$ cat config.mk
export PLATFORM = sky130hd
export DESIGN_NAME = muldiv_unit
export DESIGN_NICKNAME = d
export VERILOG_FILES = /design/src/rtl/muldiv_unit.sv
export SDC_FILE = /design/constraint.sdc
export NUM_CORES = 1
export LEC_CHECK = 0
export CORE_MARGIN = 5
export CORE_UTILIZATION = 29
export CTS_CLUSTER_DIAMETER = 200
export DETAILED_ROUTE_END_ITERATION = 10
export PLACE_DENSITY_LB_ADDON = 0.12
export SLEW_MARGIN = 20
export SYNTH_ARGS = -nofsm -noshare
export SYNTH_HDL_FRONTEND = slang
export SYNTH_SLANG_ARGS = --single-unit
$ cat constraint.sdc
create_clock -name clock -period 5.2 [get_ports clock]
set_input_delay 1.04 -clock clock [delete_from_list [all_inputs] [get_ports clock]]
set_output_delay 1.04 -clock clock [all_outputs]
set_load 0.01 [all_outputs]
$ cat src/rtl/muldiv_unit.sv
// muldiv_unit: iterative radix-2 multiply/divide unit that owns the HI/LO
// result registers. Multiplies use shift-add and divides use restoring
// division. Both run on magnitudes and apply the signs in a final FIX step.
// MTHI/MTLO writes complete in a single edge. The stall output holds an
// MFHI/MFLO in ID/EX while a result is still being computed.
module muldiv_unit #(
  parameter int N = 32
) (
  input  logic         clock,
  input  logic         reset,
  input  logic         start,
  input  logic [2:0]   op,
  input  logic [N-1:0] inA,
  input  logic [N-1:0] inB,
  input  logic         abort,
  input  logic         read_hilo,
  output logic [N-1:0] hi,
  output logic [N-1:0] lo,
  output logic         busy,
  output logic         done,
  output logic         div_by_zero,
  output logic         stall
);

  localparam int CW = $clog2(N + 1);

  typedef enum logic [1:0] {IDLE, RUN, FIX} state_t;

  state_t          state;
  logic [CW-1:0]   counter;
  // For a multiply: upper half is the partial product and lower half is the
  // remaining multiplier bits. For a divide: upper half is the partial
  // remainder and lower half is the dividend shifting into the quotient.
  logic [2*N-1:0]  acc;
  // Multiplicand magnitude, or divisor magnitude.
  logic [N-1:0]    operand;
  logic            is_div;
  logic            neg_q;
  logic            neg_r;
  logic            dbz;

  logic [N-1:0]    a_abs;
  logic [N-1:0]    b_abs;
  logic [2*N-1:0]  step_acc;
  logic [N:0]      mul_sum;
  logic [N:0]      trial;
  logic [N-1:0]    rem_sub;
  logic [2*N-1:0]  fix_prod;
  logic [N-1:0]    fix_hi;
  logic [N-1:0]    fix_lo;

  // An MFHI/MFLO must wait whenever a multi-cycle result is pending.
  assign stall = read_hilo & busy;

  // Take operand magnitudes at start; signed ops use bit 0 of op.
  always_comb begin
    a_abs = (op[0] && inA[N-1]) ? -inA : inA;
    b_abs = (op[0] && inB[N-1]) ? -inB : inB;
  end

  // One radix-2 iteration: shift-add for multiply, restoring subtract for divide.
  always_comb begin
    mul_sum  = {1'b0, acc[2*N-1:N]} + (acc[0] ? {1'b0, operand} : {(N+1){1'b0}});
    trial    = {acc[2*N-1:N], acc[N-1]};
    // Only used when trial >= operand, and then the difference fits in N bits.
    rem_sub  = trial[N-1:0] - operand;
    step_acc = acc;
    if (!is_div) begin
      step_acc = {mul_sum, acc[N-1:1]};
    end else if (trial >= {1'b0, operand}) begin
      step_acc = {rem_sub, acc[N-2:0], 1'b1};
    end else begin
      step_acc = {acc[2*N-2:0], 1'b0};
    end
  end

  // Sign correction for the final HI/LO write. A divide by zero forces the
  // quotient to all ones. The remainder then holds the original dividend
  // once its sign is restored.
  always_comb begin
    fix_prod = neg_q ? -acc : acc;
    fix_hi   = fix_prod[2*N-1:N];
    fix_lo   = fix_prod[N-1:0];
    if (is_div) begin
      fix_hi = neg_r ? -acc[2*N-1:N] : acc[2*N-1:N];
      if (dbz) begin
        fix_lo = {N{1'b1}};
      end else begin
        fix_lo = neg_q ? -acc[N-1:0] : acc[N-1:0];
      end
    end
  end

  // Control FSM plus all registered state; abort beats both start and the FIX write.
  always_ff @(posedge clock or negedge reset) begin
    if (!reset) begin
      state       <= IDLE;
      counter     <= '0;
      acc         <= '0;
      operand     <= '0;
      is_div      <= 1'b0;
      neg_q       <= 1'b0;
      neg_r       <= 1'b0;
      dbz         <= 1'b0;
      hi          <= '0;
      lo          <= '0;
      busy        <= 1'b0;
      done        <= 1'b0;
      div_by_zero <= 1'b0;
    end else begin
      done <= 1'b0;
      case (state)
        IDLE: begin
          if (start && !abort) begin
            if (!op[2]) begin
              is_div      <= op[1];
              neg_q       <= op[0] & (inA[N-1] ^ inB[N-1]);
              neg_r       <= op[0] & inA[N-1];
              dbz         <= op[1] & (inB == '0);
              operand     <= op[1] ? b_abs : a_abs;
              acc         <= {{N{1'b0}}, (op[1] ? a_abs : b_abs)};
              counter     <= CW'(N);
              busy        <= 1'b1;
              div_by_zero <= 1'b0;
              state       <= RUN;
            end else if (!op[1]) begin
              if (op[0]) begin
                lo <= inA;
              end else begin
                hi <= inA;
              end
              div_by_zero <= 1'b0;
            end
          end
        end
        RUN: begin
          if (abort) begin
            busy    <= 1'b0;
            counter <= '0;
            state   <= IDLE;
          end else begin
            acc     <= step_acc;
            counter <= counter - CW'(1);
            if (counter == CW'(1)) begin
              state <= FIX;
            end
          end
        end
        FIX: begin
          if (!abort) begin
            hi          <= fix_hi;
            lo          <= fix_lo;
            done        <= 1'b1;
            div_by_zero <= dbz;
          end
          busy  <= 1'b0;
          state <= IDLE;
        end
        default: begin
          busy  <= 1'b0;
          state <= IDLE;
        end
      endcase
    end
  end

endmodule

-- Word-level counts from Yosys, hierarchy flattened
Index checks and enable logic that the tools add are counted.
- register bits after elaboration: 175
- input port bits: 72
- output and inout bits: 68
- logic and storage cells: 107
- $add $sub $neg: 8
- order comparisons: 1
- equal/unequal tests: 14
- muxes and demuxes: 49
- bitwise gates (word level): 6
- reductions and logical operators: 16
- operator list (kind ; number):
    32-bit 2-to-1 mux ; 20
    64-bit 2-to-1 mux ; 6
    32-bit negator ; 4
    32-bit case mux with 2 select lines ; 2
    64-bit case mux with 2 select lines ; 1
    64-bit negator ; 1
    32-bit by 32-bit adder with 33-bit output ; 1
    33-bit by 32-bit >= comparator with 1-bit output ; 1
    32-bit logical NOT ; 1
    32-bit subtractor ; 1
    6-bit 2-to-1 mux ; 3
    2-bit != test, second input constant ; 9
    6-bit case mux with 2 select lines ; 1
    3-bit AND reduction ; 4
    6-bit AND reduction ; 2
    1-bit 2-to-1 mux ; 9
    2-bit 2-to-1 mux ; 4
    4-bit AND reduction ; 2
    6-bit by 1-bit == test with 1-bit output, second input constant ; 1
    3-bit != test, second input constant ; 2
    6-bit by 1-bit subtractor with 6-bit output, second input constant ; 1
    1-bit bitwise AND ; 4
    1-bit case mux with 2 select lines ; 2
    2-bit case mux with 2 select lines ; 1
    other kinds (8) ; 11

-- Logic depth before layout (Yosys ltp)
- word-level depth: 6
- depth in mapped cells: 14
- mapped depth without buffers: 13

-- Worst setup path after synthesis
OpenSTA, ideal clock, no wires.
- path kind: reg2reg
- start point: register acc[0]
- end point: register acc[61]
- setup time: 0.126 ns
- arrival time: 3.107 ns
- required time: 5.074 ns
- path slack: 1.967 ns
- cell stages (with the launch flop): 15
- buffers on the path: 2
- period minus slack after synthesis: 3.233 ns
- cell sequence: dfrtp_1 inv_1 clkbuf_1 nor2_1 ha_1 clkbuf_1 a211oi_1 nor2_1 or4_1 a41oi_1 o21ai_0 a41oi_1 a21oi_1 xor2_1 a221o_1
- word-level cells in the longest chain between the ends: 5
- RTL lines (what ; line ; source):
    start: declaration ; 34 ; logic [2*N-1:0] acc;
    start signal: assignment ; 121 ; acc <= {{N{1'b0}}, (op[1] ? a_abs : b_abs)};
    start signal: assignment ; 142 ; acc <= step_acc;
    32-bit 2-to-1 mux ; 63 ; mul_sum = {1'b0, acc[2*N-1:N]} + (acc[0] ? {1'b0, operand} : {(N+1){1'b0}});
    32-bit by 32-bit adder with 33-bit output ; 63 ;
    64-bit 2-to-1 mux ; 68 ; if (!is_div) begin
    64-bit 2-to-1 mux ; 137 ; if (abort) begin
    64-bit case mux with 2 select lines ; 112 ; case (state)
No other way between the ends. The select of a mux whose other input is x is not followed.
A chain may end at the register's enable or synchronous reset.

-- Final worst setup path
- start point: register acc[0]
- end point: register acc[60]
Same word-level chain as after synthesis.

==> impl_metrics.json <==
{
  "outcome": "completed",
  "hold_ws_ns": 0.4817,
  "finalSetupViolations": 0,
  "cts_root_buf": "clkbuf_16",
  "post_cts_buffers": 0,
  "drv_slew": 0,
  "synthCells": 1949,
  "synth_edf_count": 0,
  "vias": 15380,
  "timing.hold.worst.class": "reg2reg",
  "dominantRegCellSynth": "dfrtp_1",
  "synth.distinct_cells": 91,
  "switching_power_mw": 4.675,
  "crit_required_ns": 5.55,
  "cts_sinks": 175,
  "crit_path_end_kind": "flip-flop",
  "clkPwrFrac": 0.154,
  "intPower_mw": 5.041,
  "antenna_found_initial": 8,
  "fp.dieW_um": 239.9,
  "synth.avg_cell_area_um2": 7.862,
  "p_sw_frac": 0.4811,
  "synthArstFlopShare": 1.000,
  "dieHeight_um": 239.9,
  "use_met3": 0.03521,
  "power.density_nw_per_um2": 535.5,
  "setup_tns_ns": 0,
  "drv_cap": 0,
  "start_util": 0.2922,
  "first_global_vias": 14610,
  "drive_above_1_share": 0.06728,
  "yosys-top-cells-area": "dfrtp_1 (29%), o21ai_0 (7.0%), a21oi_1 (6.2%)",
  "cp_slowest_cell": "a2111oi_0",
  "htreeDepth": 4,
  "max_freq_ghz": 0.2554,
  "ioPinCount": 140,
  "synth_area_leader_cell": "dfrtp_1",
  "pwr-share-seq": 0.242,
  "yosysTopAreaCellShare": 0.2858,
  "peakVddDrop_v": 0.0002928,
  "dp_hpwl_um": 52090,
  "crit_family": "compound AO/OA/AOI/OAI gates",
  "drt_iter0_markers": 1431,
  "via_per_inst": 5.610,
  "grt_use_met2": 0.3417,
  "io_buffers": 139,
  "worstMarginPinSlew_ns": 1.016,
  "fin_nets": 2182,
  "utilization": 0.3460,
  "synth_seq_cells": 175,
  "wire_per_inst_um": 24.71,
  "holdBufCountCts": 0,
  "ant_nets": 0,
  "grt_setup_unrepaired": "false",
  "comb_power_share": 0.604,
  "worstPathCellList": "inv_1 > buf_4 > buf_4 > nor2_1 > ha_1 > a21o_1 > a2111oi_0 > o2bb2ai_1 > a311oi_1 > xor2_1 > o21ai_0 > a211o_1",
  "cts_buffers": 17,
  "row_count": 84,
  "fin_skew_ns": 0.01734,
  "cp.arrival_ns": 4.27,
  "hold_viol": 0,
  "synth_nets": 2093,
  "place.gp.congestion": 0.9165,
  "fin_crit_sh": 0.7530,
  "ctsResizeCount": 0,
  "grt_max_degree": 93,
  "core_area_um2": 52450,
  "grt_pass1_wl_um": 98750,
  "syn_to_final_growth_pct": 18.40,
  "crit_type": "reg2reg",
  "max_stage_delay_ns": 0.61,
  "dieArea_um2": 57540,
  "clock_latency_ns": 0.47,
  "cts_tree": "built",
  "layout_min_cycle_time_ns": 3.916,
  "yosysWarnings": 0,
  "p_leak_nw": 7.721,
  "nFillCells": 5607,
  "clk_pin_slew_ns": 0.07,
  "synth_area_um2": 15320,
  "grt_busiest_layer": "met2",
  "drc_errors": 0,
  "relSlewSlack": 0.3167,
  "wl_um": 67760,
  "drtPass1Iterations": 5,
  "cts_buffer_depth": 2,
  "cp-start-kind": "flip-flop",
  "timing.critical_path.buf_inv": 3,
  "crit_path_frequent_cell": "buf_4",
  "grt.total_usage": 0.2284,
  "grt.overflow.total": 0,
  "seq_area_frac_synth": 0.2858,
  "total_power_mw": 9.716,
  "crit_fanout": 13,
  "met1_usage": 0.3387
}
## per-stage QoR
step / area (µm²) / setup WS (ns) / std cells
final: 18140 / 1.284 / 2742
after global routing: 18140 / 1.004 / 2741
after floorplan: 15320 / 1.967 / 1949
after global placement: 17470 / 1.045 / 2706
after detailed placement: 17480 / 1.047 / 2706
after CTS: 18120 / 1.257 / 2738
## layout by cell type (no fill, tap or decap), types with 7 or more instances in the layout
master,Yosys,final
o21ai_0,215,215
a21oi_1,191,191
nor2_1,178,176
dfrtp_1,175,174
nand2_1,171,170
clkdlybuf4s50_1,0,137
xnor2_1,105,105
ha_1,70,70
inv_1,66,66
xor2_1,65,65
mux2i_1,62,62
buf_4,2,56
nor3_1,41,41
nand3_1,39,39
a21o_1,37,37
o22ai_1,36,36
and3_1,28,28
o31ai_1,22,22
a211oi_1,21,21
nand2b_1,19,19
a31oi_1,18,18
or3_1,18,18
a22oi_1,17,17
clkbuf_16,0,17
nor4_1,15,15
or4_1,14,14
nand4_1,13,13
and2_1,12,12
o211ai_1,12,12
nor2b_1,11,11
o22a_1,9,9
o21ai_1,10,8
o21bai_1,8,8
o21a_1,7,7
a31o_2,7,7
mux2_2,7,7
## Yosys cell counts (all sizes together), types with 8 or more instances
library cell / instances
o21ai: 225
a21oi: 192
nor2: 178
dfrtp: 175
nand2: 171
clkbuf: 110
xnor2: 105
ha: 70
inv: 66
xor2: 65
mux2i: 62
nor3: 41
nand3: 40
a21o: 37
o22ai: 36
and3: 29
o31ai: 24
a211oi: 21
nor4: 20
nand2b: 19
or3: 19
a31oi: 18
a22oi: 17
buf: 16
or4: 15
and2: 13
nand4: 13
o211ai: 12
nor2b: 11
o22a: 9
o21bai: 8
o41ai: 8
## power by group through the flow
| stage | combinational [mW] | sequential [mW] | clock [mW] |
|---|---|---|---|
| 2_1_floorplan | 3.92 | 2.19 | 0 |
| 4_1_cts | 5.84 | 2.34 | 1.51 |
| 3_5_place_dp | 5.81 | 2.36 | 0 |
| 3_3_place_gp | 5.83 | 2.36 | 0 |
| 6_report | 5.87 | 2.35 | 1.50 |
| 5_1_grt | 6.38 | 2.40 | 1.56 |
## area by class of cell
class                   count  area, µm²  share of cell area
well taps                 688      860.8             0.04744
repair buffers            196       1822              0.1004
flip-flops and latches    175       4380              0.2414
inverters                  67      251.5             0.01386
clock inverters             9      180.2            0.009930
multi-input cells        1581      10170              0.5607
clock buffers              23      467.9             0.02579
diodes                      3      7.507           0.0004138
## worst paths after layout
path / startpoint / end / slack, ns / depth (start not counted)
setup / recovery: acc[0] / acc[60] / 1.28 / 12
setup reg to reg: acc[0] / acc[60] / 1.28 / 12
min in group asynchronous: reset / lo[17] / 0.62 / 1
hold reg to reg: lo[11] / lo[11] / 0.48 / 2
max in group asynchronous: reset / acc[8] / 3.51 / 2
hold / removal: lo[11] / lo[11] / 0.48 / 2
## metal layers
layer,part of all wire,vias up
met5,0.00044,-
met3,0.057,89
met4,0.031,4
li1,-,7245
met1,0.48,7541
met2,0.43,504
## worst register-to-register path, delay by kind of cell (launching register included)
| kind | cells | cell delay (ns) |
|---|---|---|
| buf+inv | 3 | 0.82 |
| compound gates | 6 | 1.83 |
| fa+ha+maj | 1 | 0.36 |
| xor+xnor | 1 | 0.25 |
| flops | 1 | 0.46 |
| simple gates | 1 | 0.08 |
## state kept, by name, summed over array words and instances (netlist names)
register,flops
neg_r,1
is_div,1
busy,1
done,1
hi,32
state,2
div_by_zero,1
acc,64
dbz,1
counter,6
neg_q,1
operand,32
lo,32
## kinds of logic (layout without fill, tap and decap cells)
kind of cell,count (synthesis),count (layout),share of synthesized area
adders and majority gates,72,72,0.05977
other,0,3,0
and+or+nand+nor,590,590,0.1861
DFF,175,175,0.2858
AOI/OAI and AO/OA,680,680,0.2727
buffers and inverters,193,295,0.05283
muxes,69,69,0.04564
xor gates and xnor gates,170,170,0.09717
No activity file was read; power rests on OpenSTA's default activity.
